<file path="config.mk">
export PLATFORM = sky130hd
export DESIGN_NAME = ysyx_24110006_ifu
export DESIGN_NICKNAME = d
export VERILOG_FILES = /design/src/rtl/ysyx_24110006_ifu_pkg.sv /design/src/rtl/ysyx_24110006_ifu.sv
export SDC_FILE = /design/constraint.sdc
export NUM_CORES = 1
export LEC_CHECK = 0
export ABC_AREA = 1
export CORE_MARGIN = 5
export CORE_UTILIZATION = 40
export CTS_CLUSTER_SIZE = 14
export DETAILED_ROUTE_END_ITERATION = 7
export PLACE_DENSITY = 0.71
export SETUP_SLACK_MARGIN = 0.4
export SLEW_MARGIN = 20
export SYNTH_ARGS = -nofsm -noshare
export SYNTH_HDL_FRONTEND = slang
export SYNTH_SLANG_ARGS = --single-unit
</file>
<file path="constraint.sdc">
create_clock -name i_clock -period 4.7 [get_ports i_clock]
set_input_delay 0.94 -clock i_clock [delete_from_list [all_inputs] [get_ports i_clock]]
set_output_delay 0.94 -clock i_clock [all_outputs]
set_load 0.03 [all_outputs]
</file>
<file path="src/rtl/ysyx_24110006_ifu_pkg.sv">
// ---------------------------------------------------------------------------
// ysyx_24110006_ifu_pkg
// Shared definitions for the instruction fetch unit. These are also visible
// to the PC unit:
//   - ifu_state_e : fetch FSM states (IDLE, AR, R, OUT)
//   - RESP_OKAY   : AXI OKAY response code
//   - INST_NOP    : addi x0,x0,0, presented after reset and on faults
//   - MROM_BASE / FLASH_BASE : boot memory bases shared with the PC unit
// ---------------------------------------------------------------------------
package ysyx_24110006_ifu_pkg;

    typedef enum logic [1:0] {
        S_IDLE = 2'd0,
        S_AR   = 2'd1,
        S_R    = 2'd2,
        S_OUT  = 2'd3
    } ifu_state_e;

    localparam logic [1:0]  RESP_OKAY  = 2'b00;
    localparam logic [31:0] INST_NOP   = 32'h0000_0013;
    localparam logic [31:0] MROM_BASE  = 32'h2000_0000;
    localparam logic [31:0] FLASH_BASE = 32'h3000_0000;

endpackage

</file>
<file path="src/rtl/ysyx_24110006_ifu.sv">
// ---------------------------------------------------------------------------
// ysyx_24110006_ifu
// Instruction fetch unit. Each PC-valid pulse from the PC unit starts one
// AXI4-Lite read at that PC. The fetched word is then offered to the IDU
// under a valid/ready handshake.
// Ports:
//   i_clock, i_reset           clock, synchronous active-high reset
//   i_pc, i_pc_valid           fetch request pulse from the PC unit
//   o_araddr/o_arvalid/i_arready        AXI read-address channel
//   i_rdata/i_rresp/i_rvalid/o_rready   AXI read-data channel
//   o_inst, o_inst_pc, o_fault, o_valid, i_ready   output toward the IDU
//   o_busy                     FSM is not idle
//   o_lat                      AR+R cycles of the last bus fetch (saturating)
// ---------------------------------------------------------------------------
module ysyx_24110006_ifu
    import ysyx_24110006_ifu_pkg::*;
#(
    parameter logic [31:0] RESET_INST = INST_NOP,
    parameter int          LAT_W      = 16
) (
    input  logic             i_clock,
    input  logic             i_reset,
    input  logic [31:0]      i_pc,
    input  logic             i_pc_valid,
    output logic [31:0]      o_araddr,
    output logic             o_arvalid,
    input  logic             i_arready,
    input  logic [31:0]      i_rdata,
    input  logic [1:0]       i_rresp,
    input  logic             i_rvalid,
    output logic             o_rready,
    output logic [31:0]      o_inst,
    output logic [31:0]      o_inst_pc,
    output logic             o_fault,
    output logic             o_valid,
    input  logic             i_ready,
    output logic             o_busy,
    output logic [LAT_W-1:0] o_lat
);

    ifu_state_e        r_state;
    logic [31:0]       r_araddr;
    logic              r_arvalid;
    logic              r_rready;
    logic [31:0]       r_inst;
    logic [31:0]       r_inst_pc;
    logic              r_fault;
    logic              r_valid;
    logic [LAT_W-1:0]  r_cnt;
    logic [LAT_W-1:0]  r_lat;

    logic [LAT_W-1:0]  w_cnt_nxt;
    logic              w_misalign;
    logic              w_rerr;

    // Saturating increment: stays at all-ones once reached.
    assign w_cnt_nxt  = (&r_cnt) ? r_cnt : r_cnt + 1'b1;
    assign w_misalign = (i_pc[1:0] != 2'b00);
    assign w_rerr     = (i_rresp != RESP_OKAY);

    always_ff @(posedge i_clock) begin
        if (i_reset) begin
            r_state   <= S_IDLE;
            r_araddr  <= 32'h0;
            r_arvalid <= 1'b0;
            r_rready  <= 1'b0;
            r_inst    <= RESET_INST;
            r_inst_pc <= 32'h0;
            r_fault   <= 1'b0;
            r_valid   <= 1'b0;
            r_cnt     <= '0;
            r_lat     <= '0;
        end else begin
            case (r_state)
                S_IDLE: begin
                    if (i_pc_valid) begin
                        r_araddr  <= i_pc;
                        r_inst_pc <= i_pc;
                        r_cnt     <= '0;
                        if (w_misalign) begin
                            // Misaligned PC faults locally and skips the bus.
                            r_fault <= 1'b1;
                            r_inst  <= RESET_INST;
                            r_valid <= 1'b1;
                            r_state <= S_OUT;
                        end else begin
                            r_fault   <= 1'b0;
                            r_arvalid <= 1'b1;
                            r_state   <= S_AR;
                        end
                    end
                end
                S_AR: begin
                    r_cnt <= w_cnt_nxt;
                    if (r_arvalid && i_arready) begin
                        r_arvalid <= 1'b0;
                        r_rready  <= 1'b1;
                        r_state   <= S_R;
                    end
                end
                S_R: begin
                    r_cnt <= w_cnt_nxt;
                    if (i_rvalid) begin
                        r_rready <= 1'b0;
                        r_fault  <= w_rerr;
                        r_inst   <= w_rerr ? RESET_INST : i_rdata;
                        // This cycle counts, so latch the incremented value.
                        r_lat    <= w_cnt_nxt;
                        r_valid  <= 1'b1;
                        r_state  <= S_OUT;
                    end
                end
                S_OUT: begin
                    if (i_ready) begin
                        r_valid <= 1'b0;
                        r_state <= S_IDLE;
                    end
                end
                default: r_state <= S_IDLE;
            endcase
        end
    end

    assign o_araddr  = r_araddr;
    assign o_arvalid = r_arvalid;
    assign o_rready  = r_rready;
    assign o_inst    = r_inst;
    assign o_inst_pc = r_inst_pc;
    assign o_fault   = r_fault;
    assign o_valid   = r_valid;
    assign o_busy    = (r_state != S_IDLE);
    assign o_lat     = r_lat;

endmodule

</file>
Word level (Yosys, flattened, before mapping)
Cells that the tools add are included.
Widths: inputs -> output; s select.
{"block": "classes", "n_addsub": 1, "n_eq_ne": 9, "shift": 0, "bitwise_logic": 0, "multipliers": 0, "n_reduce_logical": 21, "mux": 30, "magnitude_cmp": 0, "div": 0}
{"operator": "$mux 32", "n": 4}
{"operator": "$pmux 32 s2", "n": 1}
{"operator": "$mux 16", "n": 2}
{"operator": "$pmux 16 s2", "n": 1}
{"operator": "$add 16x1->16 const B", "n": 1}
{"operator": "$reduce_and 16->1", "n": 1}
{"operator": "$reduce_bool 2->1", "n": 7}
{"operator": "$mux 1", "n": 12}
{"operator": "$ne 2x2->1 const B", "n": 6}
{"operator": "$reduce_and 4->1", "n": 3}
{"operator": "$mux 2", "n": 5}
{"operator": "$pmux 2 s4", "n": 1}
{"operator": "$pmux 1 s2", "n": 3}
{"operator": "$reduce_and 2->1", "n": 3}
{"operator": "$reduce_and 3->1", "n": 2}
{"operator": "$reduce_and 5->1", "n": 1}
{"operator": "$eq 2x2->1 const B", "n": 2}
{"operator": "$pmux 1 s3", "n": 1}
{"operator": "$reduce_bool 3->1", "n": 1}
{"operator": "$eq 2x1->1 const B", "n": 1}
{"operator": "$logic_not 2->1", "n": 1}
{"operator": "$reduce_or 2->1", "n": 1}
{"operator": "$logic_and 1x1->1", "n": 1}
{"block": "word_totals", "rom_bits": 0, "inputBits": 72, "reg_bits": 102, "wordCells": 70, "ramBits": 0, "latchBits": 0, "output_inout_bits": 117, "mem_count": 0}

Longest topological paths before layout
{"block": "depth", "word_depth": 4, "mapped_depth": 10, "depth_no_buf": 9}

Worst setup path before layout
Ideal clock, no wire load.
{"block": "synth_path", "kind": "in2reg", "from": "input port i_rvalid", "to": "register r_inst[27], in the netlist o_inst[27]", "path_slack_ns": 2.840, "t_arrival_ns": 1.790, "stages": 7, "path_buffers": 1, "t_required_ns": 4.630, "setup_ns": 0.070, "cell_sequence": "or2_2 > nand3_4 > nor2_8 > clkinv_4 > buf_6 > nand2_2 > a21oi_2"}
{"block": "synth_between", "elab_chain_len": 2}
{"item": "start: declaration", "line_no": "ysyx_24110006_ifu.sv:30", "text": "input logic i_rvalid,"}
{"item": "$ne 2x2->1 (no source line)"}
{"item": "$reduce_and 4->1 (no source line)"}
{"item": "end signal: assignment", "line_no": "ysyx_24110006_ifu.sv:106", "text": "r_inst <= w_rerr ? RESET_INST : i_rdata;"}
{"item": "end: declaration", "line_no": "ysyx_24110006_ifu.sv:45", "text": "logic [31:0] r_inst;"}
Every way passes these cells.
A chain may end at the register's enable or synchronous reset.

Worst setup path in the final report
{"block": "layout_path", "from": "register r_state[0]", "to": "output port o_busy"}
{"block": "layout_between", "elab_chain_len": 1}
{"item": "start: declaration", "line_no": "ysyx_24110006_ifu.sv:41", "text": "ifu_state_e r_state;"}
{"item": "start signal: assignment", "line_no": "ysyx_24110006_ifu.sv:63", "text": "r_state <= S_IDLE;"}
{"item": "start signal: assignment", "line_no": "ysyx_24110006_ifu.sv:85", "text": "r_state <= S_OUT;"}
{"item": "start signal: assignment", "line_no": "ysyx_24110006_ifu.sv:89", "text": "r_state <= S_AR;"}
{"item": "$reduce_bool 2->1", "line_no": "ysyx_24110006_ifu.sv:131", "text": "assign o_busy = (r_state != S_IDLE);"}
{"item": "end: declaration", "line_no": "ysyx_24110006_ifu.sv:37", "text": "output logic o_busy,"}
Every way passes these cells.

==> reports/metrics.yaml <==
routing:
  drc: 0
  vias_per_cell: 4.98
  wl_per_cell_um: 15.1
  firstDrtPassIters: 5
  drt_iter0_drc: 251
  vias: 4486
  routed_wl_mm: 13.6
  antenna_left: 0
sta:
  slew_headroom_pct: 49.0
  rsz0062_at_grt: "no"
  max_freq_ghz: 0.352
  tightest_slew_ns: 0.764
  finalMaxSlewViolations: 0
  worst_hold_slack_ns: 0.450
  final.setup_skew_ns: 0.00463
  setup_viol: 0
  tns_ns: 0
  fin_ws_ns: 1.86
  min_period_over_period_pct: 60.4
  hold_violations: 0
  fin_crit_ns: 2.84
die:
  dieArea_um2: 13700
  ios: 189
  die_h_um: 117
  floorplan.initialDensity_pct: 40.5
  rows: 39
  die_w_um: 117
  core_um2: 11300
critical_path:
  start_kind: "register"
  worst_r2r_path_depth: 9
  critPathMaxFanout: 5
  worst-path-buf-inv: 3
  cp_cell_sequence: "inv_1 -> ha_1 -> inv_2 -> clkdlybuf4s50_1"
  r2r-end: "o_inst[21]$_SDFFE_PP0P_"
  r2r_start: "r_state[0]$_SDFFE_PP0P_"
  cp-end-kind: "output port"
  crit_path_top_delay_cell: "clkdlybuf4s50_1"
  r2r_slack_ns: 2.37
  critPathTopFamily: "buffers and inverters"
  critPathRequiredTime_ns: 3.76
  cp.depth: 4
  slowest_delay_ns: 0.69
  worst-endpoint-arrival_ns: 1.90
  crit_type: "reg -> out"
cells_and_area:
  final_cell_count_no_fill: 901
  antenna_cells: 0
  fin_util_pct: 58.3
  drive_gt1_share_pct: 8.05
  multi_input_area_um2: 2020
  seq_area_um2: 2040
  fillerInstances: 1030
  layout.nets: 830
  syn2layout_area_growth_pct: 44.0
clock_tree:
  cts_tree: "built"
  h-tree-depth: 3
  clk_latency_ns: 0.34
  cts_hold_buffers: 0
  clkSinkCount: 102
  clk_path_buf_depth: 2
  clk_pin_slew_ns: 0.07
  post_cts_buffers: 0
  cts_inserted_buffers: 9
  root_buffer: "clkbuf_16"
  ctsResizeCount: 0
global_routing:
  grt_first_pass_wirelength_mm: 21.0
  grt_max_degree: 53
  antenna_found_initial: 0
  grt_pass1_vias: 4305
  grtUsageTotal_pct: 19.2
  grt-ovfl-total: 0
pwr:
  seq_power_share_pct: 32.0
  switchingPower_mw: 1.46
  comb_power_share_pct: 46.2
  switching_share_pct: 41.9
  internal_power_mw: 2.03
  p_per_area_nw_per_um2: 530
  vdd.ir_drop.worst_uv: 349
  cellLeakagePower_nw: 2.42
  power_frac_clock_pct: 21.8
logic_synthesis:
  avgSynthCellArea_um2: 7.46
  seq_area_frac_synth_pct: 44.6
  synth_cells: 614
  synth_cell_types: 29
  syn_nets: 691
  ys_ff_latch: 102
  yosysWarningCount: 0
  netlist_area_um2: 4580
placed_design:
  pre_cts_slack_ns: 1.78
  dp_hpwl_mm: 9.93
  numPortBuffers: 188
  dp_cells: 884
  routabilityCongestion: 0.902
status:
  outcome: "complete, no violations"
hold_path:
  hold_depth: 2
  hold_path_end: "o_fault$_SDFFE_PP0P_"
  hold_start: "o_fault$_SDFFE_PP0P_"
  hold_path.class: "reg -> reg"
job:
  cap_violations: 0
[per-layer routing]
layer	share of wire, %	up-vias	GRT usage [%]
met3	7.3	30	3.96
met4	2.8	0	7.42
met2	49	155	33.4
met1	41	2051	23.2
met5	0	-	0
li1	-	2250	-
[registers in the layout, summed over array words and instances (netlist names)]
name,cells
o_fault,1
o_inst_pc,32
o_valid,1
r_cnt,16
o_rready,1
o_lat,16
o_arvalid,1
r_state,2
o_inst,32
[worst max path at each step]
stage,startpoint,to,slack [ns]
after floorplan,i_rvalid,o_inst[27]$_SDFFE_PP0P_,2.84
after global placement,i_pc_valid,o_inst[19]$_SDFFE_PP0P_,1.84
after detailed placement,i_pc_valid,o_inst[21]$_SDFFE_PP0P_,1.78
after CTS,r_state[0]$_SDFFE_PP0P_,o_busy,1.85
after global routing,r_state[0]$_SDFFE_PP0P_,o_busy,1.80
final,r_state[0]$_SDFFE_PP0P_,o_busy,1.86
[cells in the mapped netlist (all sizes together)]
library cell | number | area, um^2
xnor2 | 1 | 8.76
nand3 | 52 | 273
clkbuf | 21 | 78.8
nand4 | 6 | 37.5
nand2 | 103 | 414
xor2 | 4 | 35.0
a21oi | 55 | 343
or2 | 3 | 21.3
o21bai | 2 | 15.0
inv | 34 | 128
clkinv | 1 | 8.76
a211oi | 1 | 7.51
ha | 5 | 62.6
dfxtp | 102 | 2040
o21ai | 62 | 310
a31oi | 3 | 18.8
nor3 | 1 | 10.0
buf | 43 | 312
nor2 | 115 | 455
[tightest hold or removal path, cell delays in order, from the launching register on]
cell     delay (ns)
dfxtp_1        0.31
inv_1          0.05
a21oi_1        0.05
[cells in the final DEF (no fill, tap or decap), drive strengths merged]
cell type and count:
nor2 115, a31oi 3, nand4 6, nor3 1, xor2 4, clkdlybuf4s50 187
nand3 52, buf 5, a211oi 1, o21ai 62, clkbuf 10, clkinvlp 4
inv 35, bufinv 1, o21bai 2, a21oi 55, clkinv 1, dfxtp 102
xnor2 1, ha 5, or2 3, nand2 103
[power groups by stage]
stage / Sequential (mW) / Combinational [mW] / Clock (mW)
detailed placement: 1.14 / 1.62 / 0
floorplan: 1.39 / 0.859 / 0
global placement: 1.13 / 1.59 / 0
CTS: 1.12 / 1.62 / 0.782
finish: 1.12 / 1.61 / 0.763
global route: 1.14 / 1.73 / 0.820
[cell type report]
cell class                      count  area share (%)
Tap cell                          143            2.71
Sequential cell                   102            31.0
Inverter                           35            2.07
Multi-Input combinational cell    413            30.6
Clock inverter                      6            1.04
Timing Repair Buffer              192            29.0
Clock buffer                       10            3.62
[metrics by stage]
| step | area (um^2) | total power, mW |
|---|---|---|
| 3_3_place_gp | 6270 | 2.72 |
| 6_report | 6600 | 3.50 |
| 5_1_grt | 6600 | 3.69 |
| 4_1_cts | 6580 | 3.52 |
| 2_1_floorplan | 4580 | 2.25 |
| 3_5_place_dp | 6270 | 2.76 |
[logic make-up (layout without fill, tap and decap cells)]
kind of cell | after synthesis | count (layout) | synth area share, %
AOI/OAI and AO/OA | 123 | 123 | 15.2
xor gates and xnor gates | 5 | 5 | 0.956
adders and majority gates | 5 | 5 | 1.37
buffers and inverters | 99 | 243 | 11.5
DFF | 102 | 102 | 44.6
and+or+nand+nor | 280 | 280 | 26.4
Power figures use the tool's default switching activity.
